--- src/rtl/extract.sv ---
// Strips a fixed-size header struct from the front of an AXIS packet, emits it on
// its own stream, and re-aligns the remaining payload to byte 0.
module extract #(
    parameter int BUF_DATA_WIDTH         = 256,
    parameter int BUF_KEEP_WIDTH         = BUF_DATA_WIDTH/8,
    parameter int EXTRACTED_STRUCT_WIDTH = 112
) (
    input  logic                              clk,
    input  logic                              rst,
    input  logic [BUF_DATA_WIDTH-1:0]         s_inbuf_axis_tdata,
    input  logic [BUF_KEEP_WIDTH-1:0]         s_inbuf_axis_tkeep,
    input  logic                              s_inbuf_axis_tvalid,
    output logic                              s_inbuf_axis_tready,
    input  logic                              s_inbuf_axis_tlast,
    output logic [EXTRACTED_STRUCT_WIDTH-1:0] m_extracted_axis_tdata,
    output logic                              m_extracted_axis_tvalid,
    input  logic                              m_extracted_axis_tready,
    output logic [BUF_DATA_WIDTH-1:0]         m_outbuf_axis_tdata,
    output logic [BUF_KEEP_WIDTH-1:0]         m_outbuf_axis_tkeep,
    output logic                              m_outbuf_axis_tvalid,
    input  logic                              m_outbuf_axis_tready,
    output logic                              m_outbuf_axis_tlast,
    output logic                              extract_err
);
    localparam int K  = BUF_KEEP_WIDTH;
    localparam int S  = EXTRACTED_STRUCT_WIDTH/8;
    localparam int SW = EXTRACTED_STRUCT_WIDTH;
    localparam int SH = BUF_DATA_WIDTH - EXTRACTED_STRUCT_WIDTH;

    typedef enum logic [1:0] {HEAD, BODY, TAIL} state_t;

    state_t                    state, state_nxt;
    logic [BUF_DATA_WIDTH-1:0] in_data;
    logic [BUF_DATA_WIDTH-1:0] res_data;
    logic [K-1:0]              res_keep;
    logic [BUF_DATA_WIDTH-1:0] out_d_nxt;
    logic [K-1:0]              out_k_nxt;
    logic                      out_l_nxt;
    logic                      out_load, res_load, st_load, err_nxt;
    logic                      out_free, st_free, rdy, in_fire;
    logic                      short_hdr, long_tail;

    function automatic int popcnt(input logic [K-1:0] v);
        int c;
        c = 0;
        for (int i = 0; i < K; i++) c += int'(v[i]);
        return c;
    endfunction

    // Zero the bytes not enabled by tkeep so stale lanes never leak into outputs.
    for (genvar i = 0; i < K; i++) begin : g_lane
        assign in_data[8*i +: 8] = {8{s_inbuf_axis_tkeep[i]}} & s_inbuf_axis_tdata[8*i +: 8];
    end

    assign out_free  = !m_outbuf_axis_tvalid || m_outbuf_axis_tready;
    assign st_free   = !m_extracted_axis_tvalid || m_extracted_axis_tready;
    assign short_hdr = popcnt(s_inbuf_axis_tkeep) < S;
    assign long_tail = popcnt(s_inbuf_axis_tkeep) > S;

    always_comb begin
        rdy = 1'b0;
        case (state)
            HEAD:    rdy = out_free && st_free;
            BODY:    rdy = out_free;
            default: rdy = 1'b0;
        endcase
    end

    assign s_inbuf_axis_tready = rdy;
    assign in_fire             = rdy && s_inbuf_axis_tvalid;

    always_comb begin
        state_nxt = state;
        out_load  = 1'b0;
        out_d_nxt = m_outbuf_axis_tdata;
        out_k_nxt = m_outbuf_axis_tkeep;
        out_l_nxt = m_outbuf_axis_tlast;
        res_load  = 1'b0;
        st_load   = 1'b0;
        err_nxt   = 1'b0;
        case (state)
            HEAD: if (in_fire) begin
                st_load  = 1'b1;
                res_load = 1'b1;
                if (short_hdr) begin
                    // Truncated header: an empty closing payload beat keeps emit in step.
                    err_nxt   = 1'b1;
                    out_load  = 1'b1;
                    out_d_nxt = '0;
                    out_k_nxt = '0;
                    out_l_nxt = 1'b1;
                end else if (s_inbuf_axis_tlast) begin
                    out_load  = 1'b1;
                    out_d_nxt = in_data >> SW;
                    out_k_nxt = s_inbuf_axis_tkeep >> S;
                    out_l_nxt = 1'b1;
                end else begin
                    state_nxt = BODY;
                end
            end
            BODY: if (in_fire) begin
                res_load  = 1'b1;
                out_load  = 1'b1;
                out_d_nxt = res_data | (in_data << SH);
                out_k_nxt = res_keep | (s_inbuf_axis_tkeep << (K - S));
                out_l_nxt = 1'b0;
                if (s_inbuf_axis_tlast) begin
                    if (long_tail) begin
                        state_nxt = TAIL;
                    end else begin
                        out_l_nxt = 1'b1;
                        state_nxt = HEAD;
                    end
                end
            end
            TAIL: if (out_free) begin
                out_load  = 1'b1;
                out_d_nxt = res_data;
                out_k_nxt = res_keep;
                out_l_nxt = 1'b1;
                state_nxt = HEAD;
            end
            default: state_nxt = HEAD;
        endcase
    end

    always_ff @(posedge clk or negedge rst) begin
        if (!rst) begin
            state                   <= HEAD;
            m_extracted_axis_tdata  <= '0;
            m_extracted_axis_tvalid <= 1'b0;
            m_outbuf_axis_tdata     <= '0;
            m_outbuf_axis_tkeep     <= '0;
            m_outbuf_axis_tvalid    <= 1'b0;
            m_outbuf_axis_tlast     <= 1'b0;
            res_data                <= '0;
            res_keep                <= '0;
            extract_err             <= 1'b0;
        end else begin
            state       <= state_nxt;
            extract_err <= err_nxt;
            if (st_load) begin
                m_extracted_axis_tdata  <= in_data[SW-1:0];
                m_extracted_axis_tvalid <= 1'b1;
            end else if (m_extracted_axis_tready) begin
                m_extracted_axis_tvalid <= 1'b0;
            end
            if (out_load) begin
                m_outbuf_axis_tdata  <= out_d_nxt;
                m_outbuf_axis_tkeep  <= out_k_nxt;
                m_outbuf_axis_tlast  <= out_l_nxt;
                m_outbuf_axis_tvalid <= 1'b1;
            end else if (m_outbuf_axis_tready) begin
                m_outbuf_axis_tvalid <= 1'b0;
            end
            if (res_load) begin
                res_data <= in_data >> SW;
                res_keep <= s_inbuf_axis_tkeep >> S;
            end
        end
    end
endmodule
--- config.mk ---
export PLATFORM = sky130hd
export DESIGN_NAME = extract
export DESIGN_NICKNAME = d
export VERILOG_FILES = /design/src/rtl/extract.sv
export SDC_FILE = /design/constraint.sdc
export NUM_CORES = 1
export LEC_CHECK = 0
export BUFFER_PORTS_ARGS = -buffer_cell sky130_fd_sc_hd__buf_2
export CORE_AREA = 2 2 271 273
export CTS_BUF_LIST = sky130_fd_sc_hd__clkbuf_4
export DETAILED_ROUTE_END_ITERATION = 8
export DIE_AREA = 0 0 273 275
export SLEW_MARGIN = 20
export SYNTH_ARGS = -nofsm -noshare
export SYNTH_HDL_FRONTEND = slang
export SYNTH_SLANG_ARGS = --single-unit
--- constraint.sdc ---
create_clock -name clk -period 3.5 [get_ports clk]
set_input_delay 0.35 -clock clk [delete_from_list [all_inputs] [get_ports clk]]
set_output_delay 0.35 -clock clk [all_outputs]
set_load 0.005 [all_outputs]
==> impl_metrics.csv, run 1 <==
group,metric,value,unit
outcome,status,"finished with violations",
outcome,violations,"negative setup slack",
sta,rsz0062_at_grt,"true",
cts,numClockSinks,568,
floorplanning,dieArea,75100,um2
cts,numCtsBuffers,159,
floorplanning,core_region_area,72300,um2
placed_design,dpl.hpwl,62800,um
floorplanning,die_w,273,um
logic_synthesis,syn-num-nets,2689,
cells_and_area,nets,4020,
logic_synthesis,syn_area,24000,um2
cells_and_area,layout.cells.non_filler,4781,
floorplanning,num_rows,99,
sta,post-route-min-period,4.98,ns
cells_and_area,drive_above_1_share,35.2,%
global_route,first_global_vias,24800,
cts,path_clk_slew,0.06,ns
critical_path,end_kind,"flop",
cells_and_area,area_growth,59.7,%
critical_path,crit_start,"s_inbuf_axis_tkeep[1]",
sta,slew_headroom,33.5,%
detailed_routing,viasPerCell,5.18,
logic_synthesis,syn_area_per_cell,10.2,um2
cts,root_buffer,"clkbuf_4",
logic_synthesis,async_reset_ff_share,100,%
sta,drv_slew,0,
cts,cts_tree,"yes",
global_route,grt_max_degree,228,
critical_path,worstRegToRegCells,11,
critical_path,crit_path_end,"m_outbuf_axis_tdata[199]",
sta,setup_viol,293,
critical_path,r2r_slack,0.05,ns
logic_synthesis,synth-seq-cells,568,
cts,h-tree-depth,4,
logic_synthesis,yosysSeqAreaShare,59.3,%
sta,finalHoldViolCount,0,
logic_synthesis,yosys-top-cells-area,"dfrtp_1, o21ai_0, nand2_1",
critical_path,crit_type,"in -> reg",
detailed_routing,drt_pass1_iterations,6,
cells_and_area,fillers,6448,
job,maxCapViolations,0,
placed_design,gp_congestion,0.907,
logic_synthesis,yosysTopAreaCellShare,59.3,%
critical_path,reg2reg_to,"m_outbuf_axis_tdata[74]",
placed_design,portBuffers,698,
hold_path,min_delay_path_depth,6,
global_route,grt_usage,25.6,%
logic_synthesis,yosysTopAreaCell,"dfrtp_1",
detailed_routing,drt_iter0_drc,1722,
cells_and_area,multi_input_area,9440,um2
power_and_ir_drop,peakVddDrop,1.74,mV
sta,period_share,142,%
sta,skew,0.0703,ns
critical_path,critPathRequiredTime,4.32,ns
cells_and_area,seq_area,14200,um2
placed_design,dp.cells,3951,
placed_design,dpl_cell_area,29500,um2
logic_synthesis,syn_inst,2359,
detailed_routing,drc,0,
logic_synthesis,synth_edf_count,0,
detailed_routing,vias,24700,
hold_path,hp-class,"in -> reg",
sta,worst-slew-pin-transition,0.998,ns
detailed_routing,ant_nets,0,
logic_synthesis,synth.distinct_cells,54,
power_and_ir_drop,powerDensity,1220,nW/um2
critical_path,r2r_start,"state[1]",
global_route,overflow,0,
sta,fin_ws,-1.48,ns
global_route,grt_pass1_wl,147000,um
logic_synthesis,synth_ff_type,"dfrtp_1",
cts,worstSkewPairLatency,0.96,ns
logic_synthesis,ys_warn_count,0,
detailed_routing,wl_per_cell,21.6,um
floorplanning,die_h,275,um
critical_path,cp.arrival,5.79,ns
floorplanning,initial_core_util,33.1,%
critical_path,cp_max_fo,17,
sta,fmax,201,MHz
detailed_routing,wl,103000,um
floorplanning,io-pin-count,699,
power_and_ir_drop,p_leak,18.4,nW
global_route,antenna_found_initial,19,
cts,cts.path.max_buffers,3,
cells_and_area,final_cell_area,38300,um2
critical_path,startpoint_type,"primary input",
[worst max-delay path, cell delays in order]
cell     delay, ns
buf_2         0.11
inv_1         0.09
fa_2          0.49
fa_1          0.59
fa_1          0.44
fa_1          0.51
fa_1          0.43
fa_1          0.48
inv_2         0.09
ha_4          0.14
inv_2         0.04
fa_2          0.40
xnor2_1       0.14
a22o_1        0.21
o21ba_4       0.25
o21ai_4       0.18
buf_12        0.14
buf_12        0.12
nand2_8       0.12
buf_16        0.24
a32o_1        0.21
[synth_stat cells, types with 3 or more instances]
| cell | n |
|---|---|
| nor2b_1 | 3 |
| fa_1 | 24 |
| a32o_1 | 112 |
| nand2_1 | 527 |
| buf_1 | 13 |
| buf_6 | 11 |
| a2bb2oi_1 | 9 |
| clkbuf_1 | 165 |
| buf_2 | 10 |
| dfrtp_1 | 568 |
| a21boi_0 | 7 |
| a21oi_1 | 24 |
| nor2_1 | 10 |
| mux2_2 | 7 |
| inv_1 | 52 |
| o21ai_0 | 587 |
| ha_1 | 12 |
| o31ai_1 | 13 |
| nor3_1 | 3 |
| a211oi_1 | 9 |
| a22oi_1 | 144 |
| buf_4 | 11 |
[sequential cells by signal (all words and copies together) (netlist names)]
signal and count:
m_outbuf_axis_tkeep 32, res_keep 18, m_outbuf_axis_tlast 1, state 2
m_outbuf_axis_tdata 256, res_data 144, m_extracted_axis_tdata 112, m_outbuf_axis_tvalid 1
extract_err 1, m_extracted_axis_tvalid 1
[timing repair]
action                     CTS  global route
buffers inserted            11            11
hold buffers               469             0
cloned                      14            32
resized for setup          113           246
pin swaps                   26             8
hold endpoints to repair   833             0
setup endpoints to repair  293           293
[area by class of cell]
type / instances / share of cell area (%)
Multi-Input combinational cell: 1532 / 24.7
Inverter: 52 / 0.523
Antenna cell: 13 / 0.0850
Clock buffer: 235 / 4.61
Tap cell: 959 / 3.13
Sequential cell: 568 / 37.1
Timing Repair Buffer: 1377 / 29.1
Clock inverter: 45 / 0.775
[how the worst min path moves through the flow]
stage                               start                         end
5_1_grt            s_inbuf_axis_tkeep[18]      m_outbuf_axis_tkeep[4]
3_3_place_gp   m_extracted_axis_tdata[14]  m_extracted_axis_tdata[14]
6_report           s_inbuf_axis_tkeep[26]     m_outbuf_axis_tkeep[12]
3_5_place_dp   m_extracted_axis_tdata[49]  m_extracted_axis_tdata[49]
2_1_floorplan                         rst                 extract_err
4_1_cts            s_inbuf_axis_tkeep[24]     m_outbuf_axis_tkeep[10]
[cell families (layout without fill, tap and decap cells)]
logic type,Yosys count,in the layout,synth area share [%]
fa+ha+maj,36,36,2.63
buf+inv,262,1709,4.67
flops,568,568,59.3
xor+xnor,1,1,0.0365
simple gates,562,565,9.17
compound gates,922,922,23.8
mux,8,8,0.371
other cells,0,13,0
[stage by stage]
step	hold WS, ns	setup slack [ns]	utilization [%]	total power, mW	setup TNS [ns]
6_report	0.150	-1.48	52.9	46.8	-401.25
5_1_grt	0.0272	-1.54	52.9	49.5	-420.14
4_1_cts	0.0318	-1.34	51.1	40.4	-365.51
3_5_place_dp	0.464	-2.60	40.7	30.3	-712.30
3_3_place_gp	0.456	-2.58	40.7	30.1	-705.15
2_1_floorplan	0.0544	-2.27	-	20.8	-620.00
[where the power goes]
group          internal, mW  switching [mW]
Sequential             9.08            1.41
Combinational          13.4            16.6
Clock                  3.25            3.02
Total                  25.8            21.0
[layout by cell type, fill, tap and decap left out, types with 6 or more instances in the layout]
master / count
a211oi_2: 6
a21oi_1: 13
a21oi_2: 7
a22oi_1: 117
a22oi_2: 27
a2bb2oi_1: 9
a32o_1: 112
buf_12: 48
buf_16: 20
buf_2: 690
buf_4: 117
buf_6: 16
clkbuf_16: 15
clkbuf_4: 235
clkinv_1: 25
dfrtp_1: 568
diode_2: 13
dlygate4sd3_1: 468
fa_1: 20
ha_1: 10
inv_1: 41
inv_2: 10
inv_6: 6
mux2_2: 7
nand2_1: 525
nor2_1: 9
o21ai_0: 379
o21ai_1: 133
o21ai_2: 75
o31ai_2: 8
[metal layers]
layer	track usage (%)	vias to the layer above	routed length [um]
met5	0	-	34
met4	11.6	6	3930
met3	8.08	262	8960
met2	42.9	1181	50700
met1	30.0	12200	39800
li1	-	11100	-
Power figures use the tool's default switching activity.
==> inputs of run 2 (changes only) <==
BUFFER_PORTS_ARGS = default   (was -buffer_cell sky130_fd_sc_hd__buf_2)
CORE_AREA = 3 3 272 274   (was 2 2 271 273)
DIE_AREA = 0 0 275 277   (was 0 0 273 275)
DONT_BUFFER_PORTS = 1   (was default)
==> run 2 against run 1 <==
  * The run ends with negative hold slack, negative setup slack left
  * Fmax down 1.5%
  * Clock power is 3% lower
  * Die area up 1.5%
  * Cell count shrank 12%
  * Via count fell by 4.1%
  * Hold slack got worse by 1.1 ns
  * Sequential power rose by 9%
==> impl_metrics.csv, run 2 (synthesis results as in run 1) <==
group,metric,value,unit
outcome,status,"finished with violations",
outcome,violations,"negative hold slack, negative setup slack",
cts,worstSkewPairLatency,1.01,ns
job,maxCapViolations,0,
placed_design,dp.cells,3212,
critical_path,startpoint_type,"primary input",
critical_path,end_kind,"flop",
cells_and_area,layout.cells.non_filler,4205,
floorplanning,dieArea,76200,um2
sta,tns,-420.96,ns
global_route,grt_usage,25.4,%
floorplanning,core_region_area,71600,um2
sta,worst-slew-pin-transition,1.24,ns
placed_design,place_worst_setup_slack,-2.54,ns
critical_path,path_delay_family,"adder cells",
cts,root_buffer,"clkbuf_4",
critical_path,critPathRequiredTime,4.30,ns
sta,hold_ws,-0.906,ns
sta,setup_viol,293,
cells_and_area,nets,3473,
sta,skew,0.0876,ns
cts,numCtsBuffers,157,
cells_and_area,final_cell_area,35400,um2
cells_and_area,area_growth,47.8,%
cells_and_area,fillers,6194,
cts,cts_tree,"yes",
sta,post-route-min-period,5.05,ns
power_and_ir_drop,powerDensity,1180,nW/um2
sta,drv_slew,0,
cells_and_area,regMostFlops,"m_outbuf_axis_tdata",
global_route,first_global_vias,24200,
floorplanning,die_h,277,um
detailed_routing,wl_per_cell,25.0,um
placed_design,dpl.hpwl,58600,um
floorplanning,io-pin-count,699,
global_route,overflow,0,
sta,rsz0062_at_grt,"true",
cells_and_area,largest_registers,"m_outbuf_axis_tdata: 256 flops, res_data: 144 flops, m_extracted_axis_tdata: 112 flops",
cts,cts_hold_buffers,683,
floorplanning,num_rows,98,
critical_path,cp_max_fo,29,
critical_path,path_cells,"inv_1 > fa_1 > fa_1 > fa_1 > fa_1 > fa_1 > fa_1 > inv_1 > ha_2 > inv_2 > fa_2 > nor2b_2 > a31oi_1 > or3_4 > o21ai_4 > buf_12 > nand2_8 > buf_4 > buf_16 > a32o_1",
floorplanning,die_w,275,um
global_route,grt_pass1_wl,149000,um
critical_path,r2r_slack,-0.14,ns
sta,period_share,144,%
cells_and_area,layout_common_cells,"dlygate4sd3_1, dfrtp_1, nand2_1",
power_and_ir_drop,peakVddDrop,1.65,mV
detailed_routing,wl,105000,um
cts,path_clk_slew,0.07,ns
critical_path,path_common_cell,"fa_1",
detailed_routing,viasPerCell,5.64,
cells_and_area,final_common_cell,"dlygate4sd3_1",
global_route,grt_max_degree,569,
power_and_ir_drop,p_leak,15.5,nW
critical_path,crit_type,"in -> reg",
floorplanning,initial_core_util,33.5,%
critical_path,crit_slowest_cell,"fa_1",
critical_path,cp.arrival,5.85,ns
sta,fin_ws,-1.55,ns
sta,slew_headroom,17.3,%
placed_design,portBuffers,0,
sta,finalHoldViolCount,585,
global_route,antenna_found_initial,5,
detailed_routing,drt_pass1_iterations,5,
cts,cts.path.max_buffers,3,
detailed_routing,vias,23700,
detailed_routing,ant_nets,0,
hold_path,hp-class,"in -> async",
cells_and_area,largest_reg_flops,256,
critical_path,cp_slowest_stage_delay,0.62,ns
sta,fmax,198,MHz
placed_design,gp_congestion,0.890,
detailed_routing,drc,0,
placed_design,dpl_cell_area,25600,um2
cts,numClockSinks,568,
cells_and_area,drive_above_1_share,15.4,%
detailed_routing,drt_iter0_drc,2205,
cts,h-tree-depth,4,
critical_path,worst-path-buf-inv,6,
cells_and_area,final_core_util,49.5,%
==> run 2: cell types whose count changed in the layout (fill, tap and decap cells not counted), moves of 7 or more <==
cell and delta:
o21ai_1 -11, buf_2 -690, buf_12 -19, clkbuf_4 -22
clkinv_1 +7, a22oi_2 +12, a22oi_1 -12, diode_2 -7
buf_4 -35, buf_16 -14, o21ai_0 +68, o21ai_2 -57
dlygate4sd3_1 +215
==> run 2: metal layers <==
metal	wire length, um	GRT usage (%)	up-vias
met5	31	0	-
met4	5050	12.1	2
met3	12900	10.4	382
met2	50400	42.5	1612
met1	36900	28.0	11700
li1	-	-	9994
==> run 2: final cells by class <==
cell class                      count  area, um2  share of cell area, %
Antenna cell                        6       15.0                 0.0424
Clock buffer                      213       1600                   4.51
Clock inverter                     52        330                  0.932
Inverter                           52        200                  0.565
Multi-Input combinational cell   1530       9140                   25.8
Sequential cell                   568      14200                   40.1
Tap cell                          950       1190                   3.36
Timing Repair Buffer              834       8740                   24.7
==> run 2: worst paths after layout <==
check,startpoint,to,depth (start not counted)
worst max-delay path,s_inbuf_axis_tkeep[11],m_outbuf_axis_tdata[197],20
worst min-delay path,rst,m_outbuf_axis_tdata[175],0
worst max register to register,state[1],m_outbuf_axis_tkeep[20],10
worst min register to register,res_data[26],res_data[26],2
max in group asynchronous,rst,res_keep[15],0
min in group clk,s_inbuf_axis_tkeep[2],m_outbuf_axis_tdata[160],1
==> run 2: per-stage QoR <==
step | power (mW) | hold slack (ns)
final | 41.9 | -0.906
after global routing | 44.3 | -1.02
after CTS | 37.5 | -1.04
after detailed placement | 28.4 | 0.0673
after global placement | 27.9 | 0.0677
after floorplan | 20.8 | 0.0544
==> run 2: where the power goes <==
part	switching, mW	leakage, nW	internal [mW]
Sequential	2.35	7.56	9.09
Clock	3.04	1.14	3.06
Combinational	13.7	6.85	10.7
==> run 2: what timing repair did <==
action                                   CTS  global route
endpoints found under the setup margin   293           293
resized for setup                         54           149
gates cloned                               1            22
endpoints found under the hold margin   1131           585
setup buffers                              6            11
pin swaps                                  3             4
==> run 2: worst register-to-register path, cell delays in order, from the launching register on <==
cell and delay (ns):
dfrtp_1 0.42, inv_1 0.13, ha_1 0.35, a21oi_1 0.15
or2_2 0.30, o21ai_0 0.36, and2_1 0.49, nand3_1 0.12
dlygate4sd3_1 0.56, dlygate4sd3_1 0.56, o2bb2ai_1 0.14
